$ cat config.mk
export PLATFORM = sky130hd
export DESIGN_NAME = buff_use_sequencer
export DESIGN_NICKNAME = d
export VERILOG_FILES = /design/src/rtl/buff_use_sequencer.sv
export SDC_FILE = /design/constraint.sdc
export NUM_CORES = 1
export LEC_CHECK = 0
export ABC_AREA = 1
export CORE_MARGIN = 4
export CORE_UTILIZATION = 50
export DETAILED_ROUTE_END_ITERATION = 7
export PLACE_DENSITY_LB_ADDON = 0.08
export REMOVE_ABC_BUFFERS = 1
export SLEW_MARGIN = 25
export SYNTH_ARGS = -nofsm -noshare
export SYNTH_HDL_FRONTEND = slang
export SYNTH_SLANG_ARGS = --single-unit
$ cat constraint.sdc
create_clock -name clk -period 3.95 [get_ports clk]
set_input_delay 0.395 -clock clk [delete_from_list [all_inputs] [get_ports clk]]
set_output_delay 0.395 -clock clk [all_outputs]
set_load 0.02 [all_outputs]
$ cat src/rtl/buff_use_sequencer.sv
// rtl/buff_use_sequencer.sv - programmable buffer-use schedule sequencer
// Steps through a flop-based schedule table, presenting one NUM_BUF-wide enable mask per step.
module buff_use_sequencer #(
  parameter  int NUM_BUF = 4,
  parameter  int DEPTH   = 32,
  localparam int CNT_W   = $clog2(DEPTH)
) (
  input  logic               clk,
  input  logic               rst_n,
  input  logic               cfg_we,
  input  logic [CNT_W-1:0]   cfg_addr,
  input  logic [NUM_BUF-1:0] cfg_data,
  input  logic [CNT_W-1:0]   cfg_last,
  input  logic               mode_loop,
  input  logic               start,
  input  logic               abort,
  input  logic               stall,
  output logic [NUM_BUF-1:0] buff_use,
  output logic [CNT_W-1:0]   cnt,
  output logic               busy,
  output logic               done,
  output logic               wrap,
  output logic               cfg_err
);

  localparam logic [CNT_W:0] DEPTH_LIM = (CNT_W+1)'(DEPTH);

  typedef enum logic {IDLE, RUN} state_t;

  state_t             state, state_d;
  logic [NUM_BUF-1:0] table_q [DEPTH];
  logic [CNT_W-1:0]   last_q, last_d, cnt_d, cnt_inc;
  logic               loop_q, loop_d;
  logic [NUM_BUF-1:0] buff_use_d;
  logic               done_d, wrap_d, cfg_err_d;
  logic               addr_ok, last_ok, start_ok, write_ok;

  assign addr_ok  = {1'b0, cfg_addr} < DEPTH_LIM;
  assign last_ok  = {1'b0, cfg_last} < DEPTH_LIM;
  assign start_ok = (state == IDLE) && start && !abort;
  assign write_ok = (state == IDLE) && cfg_we && addr_ok;
  assign cnt_inc  = cnt + CNT_W'(1);
  assign busy     = (state == RUN);

  always_ff @(posedge clk) begin
    if (!rst_n) begin
      state <= IDLE;
    end else begin
      state <= state_d;
    end
  end

  always_comb begin
    state_d    = state;
    cnt_d      = cnt;
    buff_use_d = buff_use;
    last_d     = last_q;
    loop_d     = loop_q;
    done_d     = 1'b0;
    wrap_d     = 1'b0;
    cfg_err_d  = cfg_we && !write_ok;
    case (state)
      IDLE: begin
        buff_use_d = '0;
        cnt_d      = '0;
        if (start_ok) begin
          if (last_ok) begin
            state_d    = RUN;
            last_d     = cfg_last;
            loop_d     = mode_loop;
            // Step 0 is read before any same-cycle table write lands.
            buff_use_d = table_q[0];
          end else begin
            cfg_err_d = 1'b1;
          end
        end
      end
      RUN: begin
        if (abort) begin
          state_d    = IDLE;
          buff_use_d = '0;
          cnt_d      = '0;
        end else if (!stall) begin
          if (cnt < last_q) begin
            cnt_d      = cnt_inc;
            buff_use_d = table_q[cnt_inc];
          end else if (loop_q) begin
            cnt_d      = '0;
            buff_use_d = table_q[0];
            wrap_d     = 1'b1;
          end else begin
            state_d    = IDLE;
            cnt_d      = '0;
            buff_use_d = '0;
            done_d     = 1'b1;
          end
        end
      end
      default: state_d = IDLE;
    endcase
  end

  always_ff @(posedge clk) begin
    if (!rst_n) begin
      cnt      <= '0;
      buff_use <= '0;
      last_q   <= '0;
      loop_q   <= 1'b0;
      done     <= 1'b0;
      wrap     <= 1'b0;
      cfg_err  <= 1'b0;
    end else begin
      cnt      <= cnt_d;
      buff_use <= buff_use_d;
      last_q   <= last_d;
      loop_q   <= loop_d;
      done     <= done_d;
      wrap     <= wrap_d;
      cfg_err  <= cfg_err_d;
    end
  end

  always_ff @(posedge clk) begin
    if (!rst_n) begin
      for (int i = 0; i < DEPTH; i++) begin
        table_q[i] <= '0;
      end
    end else if (write_ok) begin
      table_q[cfg_addr] <= cfg_data;
    end
  end

endmodule

## Yosys cells after proc, flatten, opt, wreduce, memory -nomap -nowiden

Memories as Yosys holds them, arrays and structs flattened.
Cells that the tools add are included.

- Flip-flop bits (word level): 19
- Memory bits (writable): 128
- Input port bits: 21
- Output and inout bits: 13
- Word-level logic and storage cells: 47
- Memories: 1

Memories:

| name | words | bits a word | read ports | clocked after Yosys merged registers in | wr ports | line | text |
|---|---|---|---|---|---|---|---|
| table_q | 32 | 4 | 2 | 0 | 32 | 31 | `logic [NUM_BUF-1:0] table_q [DEPTH];` |

- $add $sub $neg: 1
- Order comparisons: 1
- Equal/unequal tests: 1
- Multiplexer cells: 24
- Bitwise gates (word level): 2
- Reduce and logical (&&, ||, !) cells: 9

Operators with widths:

| cell | number |
|---|---|
| 2-to-1 mux 4 bit | 6 |
| 2-to-1 mux 5 bit | 4 |
| 2-to-1 mux 1 bit | 11 |
| one-hot mux 5 bit (2 select lines) | 1 |
| one-hot mux 4 bit (2 select lines) | 1 |
| adder 5 x 1 -> 5 bit, second input constant | 1 |
| less-than comparator 5 bit | 1 |
| OR reduction 5 bit | 1 |
| logical AND 1 bit | 4 |
| OR reduction 4 bit | 1 |
| inequality test 3 bit, second input constant | 1 |
| logical NOT 1 bit | 2 |
| NOT 1 bit | 2 |
| one-hot mux 1 bit (2 select lines) | 1 |
| AND reduction 2 bit | 1 |

## Depth between registers and ports, before layout

Gate-level depths: netlist of the first run.

- Depth after elaboration: 7
- Depth in mapped cells: 12
- Gate-level depth less buffers: 11

## Worst setup path after synthesis of the first run

OpenSTA, ideal clock, no wires.

- Kind: register -> register
- Start: reg cnt[0]
- End: reg buff_use[0]
- Setup time: 0.122 ns
- Arrival: 1.634 ns
- Data required time: 3.828 ns
- Setup slack: 2.195 ns
- Cell stages (with the launch flop): 12
- Buffers on the path: 2
- Period minus slack after synthesis: 1.755 ns
- Path through: dfxtp_1 ha_1 buf_2 inv_2 buf_2 nand3_1 nand3_1 nand3_1 nand3_1 nand3_1 nand2_1 a21oi_2

- Longest elaborated chain between the ends: 6
- Elaborated cells on any way between the ends: 7
- Those cells by class: 1 x add/sub; 1 x order compare; 4 x mux; 1 x memory

Ends and longest elaborated chain:

| what | line | text |
|---|---|---|
| from (decl) | 19 | `output logic [CNT_W-1:0] cnt,` |
| from (signal assigned) | 113 | `cnt <= cnt_d;` |
| adder 5 x 1 -> 5 bit | 42 | `assign cnt_inc = cnt + CNT_W'(1);` |
| memory read (32 x 4 bit) | n/a |  |
| 2-to-1 mux 4 bit (*) | 84 | `if (cnt < last_q) begin` |
| 2-to-1 mux 4 bit (*) | 83 | `end else if (!stall) begin` |
| 2-to-1 mux 4 bit (*) | 79 | `if (abort) begin` |
| one-hot mux 4 bit (2 select lines) (*) | 62 | `case (state)` |
| to (signal assigned) | 114 | `buff_use <= buff_use_d;` |
| to (decl) | 18 | `output logic [NUM_BUF-1:0] buff_use,` |

Every way passes the cells marked *; elsewhere a longest branch is shown, timed or not. The select of a mux whose other input is x is not followed.
A chain may end at the register's enable or synchronous reset.

## Final worst setup path of the first run

- Start: reg cnt[0]
- End: reg buff_use[3]

Same word-level chain as after synthesis.

==> flow_metrics.py, run 1 <==
metrics = {
    "status": {
        "run_status": "completed",
    },
    "route": {
        "wl_um": 17590,
        "drtPass1Iterations": 5,
        "postRouteAntennaNets": 0,
        "wl_per_cell_um": 18.06,
        "num_vias": 5509,
        "routed_via_density": 5.656,
        "drt-initial-drc-count": 527,
        "drc_errors": 0,
    },
    "global_route": {
        "track_usage": 0.2272,
        "grt_max_degree": 68,
        "first_global_vias": 5327,
        "antenna_found_initial": 0,
        "overflow": 0,
        "grt_pass1_wl_um": 27540,
    },
    "logic_synthesis": {
        "synth-compound-area-share": 0.02624,
        "yosysSeqAreaShare": 0.6066,
        "synthSimpleGateAreaFrac": 0.3046,
        "avgSynthCellArea_um2": 9.078,
        "ys_types": 25,
        "yosys_warnings": 0,
        "synth_top_family_by_area": "simple AND/OR/NAND/NOR gates",
        "synth-adder-area-share": 0.008985,
        "synth_cells": 767,
        "ys.flop_type": "edfxtp_1",
        "postSynth.asyncResetShare": 0,
        "synth_area_um2": 6963,
        "synth_edf_count": 128,
        "yosysTopAreaCell": "edfxtp_1",
        "yosysTopAreaCellShare": 0.5520,
        "ys_ff_latch": 147,
        "synth_xor_area_frac": 0.005930,
        "synthTopCellsByArea": "edfxtp_1, nand2_1, nand3_1, nor2_1, dfxtp_1",
        "synthMuxAreaShare": 0,
    },
    "power": {
        "p_per_area_nw_per_um2": 431.5,
        "power_w": 0.003405,
        "power.leakage_nw": 3.144,
        "power.switching_w": 0.0007671,
        "seqPwrFrac": 0.512,
        "pwr-share-clk": 0.425,
        "switching_share": 0.2253,
        "peakVddDrop_mv": 0.2538,
        "p_int_w": 0.002638,
        "combPwrFrac": 0.063,
    },
    "place": {
        "dp_hpwl_um": 11460,
        "place.gp.congestion": 0.8628,
        "portBuffers": 33,
    },
    "critical_path": {
        "cp.required_ns": 4.26,
        "critPathArrivalTime_ns": 2.90,
        "end_kind": "register",
        "crit_path_start_kind": "register",
        "path_class": "register to register",
        "crit_path_max_fanout": 67,
    },
    "timing": {
        "fin_skew_ns": 0.004265,
        "slew_violations": 0,
        "relSlewSlack": 0.3834,
        "finalCritPeriodShare": 0.6545,
        "fmax_mhz": 386.8,
        "setup_viol": 0,
        "worst_pin_slew_ns": 0.9249,
        "hold_violations": 0,
        "fin_tns_setup_ns": 0,
        "period_needed_ns": 2.585,
        "rsz0062_at_grt": "false",
    },
    "floorplan": {
        "initial_core_util": 0.5176,
        "dieArea_um2": 15880,
        "row_count": 42,
        "core_area_um2": 13450,
        "num_io_pins": 34,
        "chipHeight_um": 126.0,
        "die_x_um": 126.0,
    },
    "final_layout": {
        "area_delta_synth_final_pct": 13.33,
        "layout.nets": 811,
        "diodes": 0,
        "fillers": 1179,
        "drive_gt1_frac": 0.06767,
    },
    "job": {
        "drv_cap": 0,
    },
    "clock_tree": {
        "cts_setup_buffers": 0,
        "clkSinkCount": 147,
        "clockRootBuffer": "clkbuf_16",
        "clkTransAtPathRegs_ns": 0.06,
        "cts_hold_buf": 0,
        "cts_resized": 0,
        "clock_path_buffers": 2,
        "htree_levels": 4,
        "cts_tree": "built",
        "numCtsBuffers": 17,
        "clk_latency_ns": 0.43,
    },
    "hold_path": {
        "hold_path.class": "register to register",
    },
}
==> cell type report <==
cell class	instances	area, um^2	share of cell area
Clock buffer	19	432.9	0.05486
Clock inverter	13	93.84	0.01189
Inverter	35	133.9	0.01697
Multi-Input combinational cell	544	2407	0.3051
Sequential cell	147	4225	0.5354
Tap cell	176	220.2	0.02791
Timing Repair Buffer	40	377.9	0.04788
==> cells in the final DEF, fill, tap and decap left out, types with 2 or more instances in the layout <==
cell type and instances:
a21oi_1 16, a21oi_2 4, buf_4 7, clkbuf_1 2, clkbuf_16 17, clkdlybuf4s50_1 32
clkinv_1 4, clkinv_2 7, clkinvlp_4 2, dfxtp_1 18, edfxtp_1 128, ha_1 5
inv_1 28, inv_2 5, nand2_1 223, nand3_1 129, nor2_1 136, nor3_1 8
nor3_4 4, o21ai_0 12
==> power by group through the flow <==
stage	logic, W	clock network, W	registers [W]
6_report	0.000215	0.00145	0.00174
5_1_grt	0.000237	0.00152	0.00175
4_1_cts	0.000215	0.00146	0.00174
3_5_place_dp	0.000214	0	0.00178
3_3_place_gp	0.000207	0	0.00178
2_1_floorplan	0.000117	0	0.00178
==> routing by layer <==
metal | routed length (um) | share of wire | track usage | vias to the layer above
met2 | 8431 | 0.48 | 0.3709 | 211
met3 | 1272 | 0.072 | 0.04699 | 27
met4 | 340 | 0.019 | 0.08013 | 0
li1 | - | - | - | 2608
met5 | 0 | 0 | 0 | -
met1 | 7543 | 0.43 | 0.3035 | 2663
==> logic make-up after synthesis <==
| group | after synthesis |
|---|---|
| simple gates | 503 |
| flops | 147 |
| buf+inv | 76 |
| compound gates | 33 |
| fa+ha+maj | 5 |
| xor+xnor | 3 |
==> Yosys cell counts (4+ instances only) <==
library cell / number
nand3_1: 129
nand2_1: 223
a21oi_2: 4
clkbuf_1: 22
buf_2: 9
inv_2: 6
a21oi_1: 16
ha_1: 5
inv_1: 28
nor2_1: 136
o21ai_0: 12
edfxtp_1: 128
dfxtp_1: 19
buf_4: 9
nor3_4: 4
nor3_1: 8
==> registers in the layout (all words and copies together) (netlist names) <==
name      count
last_q        5
table_q     128
cfg_err       1
cnt           5
wrap          1
busy          1
buff_use      4
loop_q        1
done          1
==> final timing paths <==
path	slack, ns	cells past startpoint	end	from
hold reg to reg	0.46	2	last_q[2]$_SDFFE_PN0P_	last_q[2]$_SDFFE_PN0P_
hold / removal	0.46	2	last_q[2]$_SDFFE_PN0P_	last_q[2]$_SDFFE_PN0P_
setup / recovery	1.36	9	buff_use[3]$_SDFFE_PN0P_	cnt[0]$_SDFFE_PN0P_
setup reg to reg	1.36	9	buff_use[3]$_SDFFE_PN0P_	cnt[0]$_SDFFE_PN0P_
==> critical path, stage by stage, from the launching register on <==
cell and delay, ns:
dfxtp_2 0.57, clkinv_2 0.82, nand2_1 0.32, nand3_1 0.13, nand3_1 0.15, nand3_1 0.09, nand3_1 0.14, nand3_1 0.09
nand2_1 0.09, a21oi_2 0.05
==> per-stage QoR <==
step	instances	hold WS [ns]	setup slack, ns	area (um^2)	utilization
final	974	0.4639	1.365	7891	0.5866
after floorplan	726	0.4325	0.6673	6764	-
after CTS	974	0.4649	1.556	7890	0.5865
after detailed placement	942	0.4571	1.307	7363	0.5473
after global placement	942	0.4530	1.356	7363	0.5473
after global routing	974	0.4882	1.076	7891	0.5866
No activity file was read; power rests on OpenSTA's default activity.
==> inputs of run 2 (changes only) <==
clock period = 2.4 ns   (was 3.95 ns; I/O delays follow)
==> flow_metrics.py, run 2 (synthesized netlist as in run 1, its figures left out) <==
metrics = {
    "timing": {
        "slew_violations": 0,
        "fmax_mhz": 518.3,
        "setup_viol": 0,
        "relSlewSlack": 0.6074,
        "fin_skew_ns": 0.004499,
        "rsz0062_at_grt": "false",
        "worst_pin_slew_ns": 0.5844,
        "period_needed_ns": 1.929,
        "finalCritPeriodShare": 0.8039,
        "hold_violations": 0,
    },
    "floorplan": {
        "row_count": 42,
        "num_io_pins": 34,
        "die_x_um": 126.0,
        "initial_core_util": 0.5176,
        "core_area_um2": 13450,
        "dieArea_um2": 15880,
        "chipHeight_um": 126.0,
    },
    "global_route": {
        "overflow": 0,
        "grt_pass1_wl_um": 27010,
        "antenna_found_initial": 0,
        "first_global_vias": 5368,
        "track_usage": 0.2199,
        "grt_max_degree": 47,
    },
    "critical_path": {
        "crit_path_max_fanout": 13,
        "cp.required_ns": 2.16,
        "crit_path_start_kind": "register",
        "path_class": "register to primary output",
        "startpoint": "cnt[0]$_SDFFE_PN0P_",
        "critPathArrivalTime_ns": 1.69,
        "end_kind": "primary output",
        "r2r-start": "cnt[0]$_SDFFE_PN0P_",
    },
    "clock_tree": {
        "cts_tree": "built",
        "htree_levels": 4,
        "numCtsBuffers": 17,
        "clockRootBuffer": "clkbuf_16",
        "clkSinkCount": 147,
        "cts_setup_buffers": 0,
        "clock_path_buffers": 2,
        "cts_resized": 0,
        "clkTransAtPathRegs_ns": 0.06,
        "cts_hold_buf": 0,
        "clk_latency_ns": 0.42,
    },
    "final_layout": {
        "layout_commonest_cell": "nand2_1",
        "max_flop_register": "table_q",
        "final_cell_mix": "nand2_1, nor2_1, nand3_1",
        "drive_gt1_frac": 0.1009,
        "top_regs": "table_q (128), cnt (5), last_q (5)",
        "layout.nets": 836,
        "stdcell_area_um2": 8178,
        "diodes": 0,
        "area_delta_synth_final_pct": 17.45,
        "largest_register_ffs": 128,
    },
    "hold_path": {
        "hp-start": "cfg_we",
        "hold_path.class": "input port to register",
    },
    "route": {
        "wl_um": 16850,
        "postRouteAntennaNets": 0,
        "routed_via_density": 5.486,
        "num_vias": 5481,
        "drc_errors": 0,
        "drt-initial-drc-count": 442,
        "drtPass1Iterations": 4,
        "wl_per_cell_um": 16.86,
    },
    "status": {
        "run_status": "completed",
    },
    "power": {
        "p_per_area_nw_per_um2": 731.5,
        "power.leakage_nw": 3.306,
        "power_w": 0.005982,
        "peakVddDrop_mv": 0.5108,
    },
    "place": {
        "portBuffers": 33,
        "dp_hpwl_um": 11070,
        "placed_area_um2": 7564,
        "place.gp.congestion": 0.8277,
    },
    "job": {
        "drv_cap": 0,
    },
}
-- run 2: cell count changes in the layout (fill, tap and decap cells not counted) --
| cell | previous run | this run |
|---|---|---|
| bufinv_16 | 1 | 4 |
| buf_4 | 7 | 31 |
| inv_2 | 5 | 6 |
| clkinv_2 | 7 | 4 |
| clkbuf_1 | 2 | 1 |
| buf_12 | 0 | 1 |
| inv_6 | 0 | 2 |
| clkinvlp_2 | 0 | 1 |
| clkinv_1 | 4 | 1 |
-- run 2: final cells by class --
class | count | area (um^2)
Fill cell | 1150 | 5275
Sequential cell | 147 | 4225
Multi-Input combinational cell | 544 | 2407
Timing Repair Buffer | 65 | 578.1
Clock buffer | 18 | 429.2
Tap cell | 176 | 220.2
Clock inverter | 14 | 185.2
Inverter | 35 | 132.6
-- run 2: layer usage --
| metal | wire, um | up-vias | track usage |
|---|---|---|---|
| li1 | - | 2656 | - |
| met1 | 7496 | 2613 | 0.2940 |
| met2 | 7786 | 178 | 0.3465 |
| met3 | 1033 | 34 | 0.04699 |
| met4 | 530 | 0 | 0.1003 |
| met5 | 0 | - | 0 |
-- run 2: metrics by stage --
step	setup WS, ns	hold slack (ns)	util	instances	TNS (ns)
final	0.4707	0.3998	0.6079	999	0
after CTS	0.4512	0.3877	0.6079	999	0
after detailed placement	0.1181	0.4510	0.5622	967	0
after global placement	0.1066	0.4457	0.5622	967	0
after floorplan	-0.8827	0.3538	-	726	-8.064
after global routing	0.3021	0.4423	0.6079	999	0
-- run 2: path summary, 6_finish.rpt --
check                             endpoint  slack (ns)  cells after the start
setup / recovery                    cnt[0]        0.47                      2
hold reg to reg     last_q[3]$_SDFFE_PN0P_        0.46                      2
hold / removal          cfg_err$_SDFF_PN0_        0.40                      3
setup reg to reg  buff_use[3]$_SDFFE_PN0P_        0.49                     10
-- run 2: worst max-delay path, cell delays in order, from the launching register on --
cell             delay, ns
dfxtp_2               0.42
buf_4                 0.22
clkdlybuf4s50_1       0.62
-- run 2: report_power, final --
part	switching, W	internal, W	total (W)
registers	0.0000257	0.00284	0.00287
clock network	0.00102	0.00173	0.00275
logic	0.000249	0.000114	0.000363
total	0.00129	0.00469	0.00598
==> inputs of run 3 (changes only) <==
clock period = 1.6 ns   (was 2.4 ns; I/O delays follow)
==> flow_metrics.py, run 3 (synthesized netlist as in run 1, its figures left out) <==
metrics = {
    "status": {
        "run_status": "finished, violations left",
        "violations": "setup timing",
    },
    "timing": {
        "setup_ws_ns": -0.02887,
        "period_needed_ns": 1.629,
        "setup_viol": 2,
        "rsz0062_at_grt": "true",
        "fmax_mhz": 613.9,
        "relSlewSlack": 0.5586,
        "finalCritPeriodShare": 1.018,
        "fin_hold_ws_ns": 0.3333,
        "worst_pin_slew_ns": 0.6621,
        "fin_skew_ns": 0.006293,
        "slew_violations": 0,
        "hold_violations": 0,
    },
    "clock_tree": {
        "clock_path_buffers": 2,
        "clkSinkCount": 147,
        "clockRootBuffer": "clkbuf_16",
        "clkTransAtPathRegs_ns": 0.06,
        "clk_latency_ns": 0.43,
        "numCtsBuffers": 17,
        "cts_tree": "built",
        "htree_levels": 4,
        "cts_hold_buf": 0,
    },
    "hold_path": {
        "worstHoldEndpoint": "cfg_err$_SDFF_PN0_",
        "hp-start": "cfg_we",
        "hold_path.class": "input port to register",
        "whs_path_depth": 3,
    },
    "final_layout": {
        "stdcell_area_um2": 9427,
        "area_delta_synth_final_pct": 35.38,
        "final-seq-area_um2": 4234,
        "final_cell_mix": "nand2_1, nor2_1, edfxtp_1",
        "max_flop_register": "table_q",
        "drive_gt1_frac": 0.2826,
        "layout.nets": 895,
        "diodes": 0,
        "top_regs": "table_q (128), cnt (5), last_q (5)",
        "multi_input_area_um2": 2905,
        "largest_register_ffs": 128,
        "final_util": 0.7007,
        "layout_commonest_cell": "nand2_1",
        "fillers": 999,
    },
    "route": {
        "routed_via_density": 5.543,
        "drtPass1Iterations": 5,
        "wl_um": 19310,
        "postRouteAntennaNets": 0,
        "drt-initial-drc-count": 519,
        "drc_errors": 0,
        "num_vias": 5859,
        "wl_per_cell_um": 18.27,
    },
    "place": {
        "portBuffers": 33,
        "placed_area_um2": 8044,
        "place.gp.congestion": 0.8148,
        "dp_hpwl_um": 12210,
    },
    "floorplan": {
        "initial_core_util": 0.5176,
        "dieArea_um2": 15880,
        "die_x_um": 126.0,
        "row_count": 42,
        "core_area_um2": 13450,
        "chipHeight_um": 126.0,
        "num_io_pins": 34,
    },
    "critical_path": {
        "end_kind": "register",
        "critPathArrivalTime_ns": 1.95,
        "cp.required_ns": 1.92,
        "r2r-start": "cnt[0]$_SDFFE_PN0P_",
        "r2r_end": "buff_use[3]$_SDFFE_PN0P_",
        "r2r_cells": 10,
        "path_class": "register to register",
        "crit_path_start_kind": "register",
        "rrSetupSlack_ns": -0.03,
        "crit_path_max_fanout": 10,
    },
    "global_route": {
        "track_usage": 0.2464,
        "grt_pass1_wl_um": 30020,
        "first_global_vias": 5801,
        "overflow": 0,
        "antenna_found_initial": 0,
        "grt_max_degree": 47,
    },
    "power": {
        "p_per_area_nw_per_um2": 966.2,
        "power.leakage_nw": 3.914,
        "peakVddDrop_mv": 0.7196,
    },
    "job": {
        "drv_cap": 0,
    },
}
[run 3: cell count changes in the layout (fill, tap and decap cells not counted), sizes merged]
cell,previous run,this run
buf,33,91
bufinv,4,3
clkdlybuf4s15,0,1
clkdlybuf4s50,32,26
clkinv,6,4
clkinvlp,3,4
dlygate4sd2,0,4
dlymetal6s2s,0,1
inv,36,38
[run 3: layer usage]
layer,wire [um],share of wire,track usage
met1,7592,0.39,0.3199
met2,9537,0.49,0.4006
met3,1799,0.093,0.06689
met4,379,0.020,0.08770
met5,0,0,0
[run 3: final cells by class]
cell class / count / area share
sequential: 147 / 0.4492
multi-input combinational: 544 / 0.3082
clock inverter: 14 / 0.01898
tap: 176 / 0.02336
timing repair buffer: 124 / 0.1375
inverter: 35 / 0.01765
clock buffer: 17 / 0.04513
[run 3: how the worst max path moves through the flow]
stage	startpoint	end	slack, ns	cells past startpoint
3_5_place_dp	cfg_we	table_q[8][0]$_SDFFCE_PN0P_	-0.24	7
5_1_grt	cnt[0]$_SDFFE_PN0P_	buff_use[0]$_SDFFE_PN0P_	-0.08	10
6_report	cnt[0]$_SDFFE_PN0P_	buff_use[3]$_SDFFE_PN0P_	-0.03	10
2_1_floorplan	cnt[0]$_SDFFE_PN0P_	buff_use[0]$_SDFFE_PN0P_	-1.68	9
3_3_place_gp	cfg_we	table_q[8][0]$_SDFFCE_PN0P_	-0.22	7
4_1_cts	cnt[0]$_SDFFE_PN0P_	buff_use[1]$_SDFFE_PN0P_	-0.01	10
[run 3: stage by stage]
| step | TNS (ns) | worst slack (ns) | total power (W) | std cells |
|---|---|---|---|---|
| floorplan | -21.58 | -1.683 | 0.004671 | 726 |
| global placement | -32.71 | -0.2153 | 0.005001 | 1016 |
| detailed placement | -36.40 | -0.2405 | 0.005020 | 1016 |
| CTS | -0.01651 | -0.01462 | 0.009058 | 1053 |
| global route | -0.5997 | -0.07517 | 0.009395 | 1057 |
| finish | -0.03566 | -0.02887 | 0.009107 | 1057 |
[run 3: where the power goes]
part           leakage, nW  total [W]  internal (W)  switching, W
sequential            1.53    0.00431       0.00426     0.0000422
combinational         2.10   0.000756      0.000291      0.000464
clock                0.283    0.00405       0.00246       0.00159
total                 3.91    0.00911       0.00702       0.00209
[run 3: critical path: stages (launching register included)]
cell	delay, ns
dfxtp_4	0.36
ha_4	0.28
inv_8	0.09
buf_16	0.15
nand3_1	0.15
nand3_2	0.13
nand3_2	0.09
nand3_1	0.07
nand3_1	0.06
nand2_1	0.09
a21oi_2	0.05
[run 3: repair_timing]
item                       in CTS  in global routing
setup buffers                   3                  4
gates resized for setup        53                106
pin swaps                      13                 19
hold endpoints to repair        0                  0
cloned                          3                  1
setup endpoints to repair      14                101
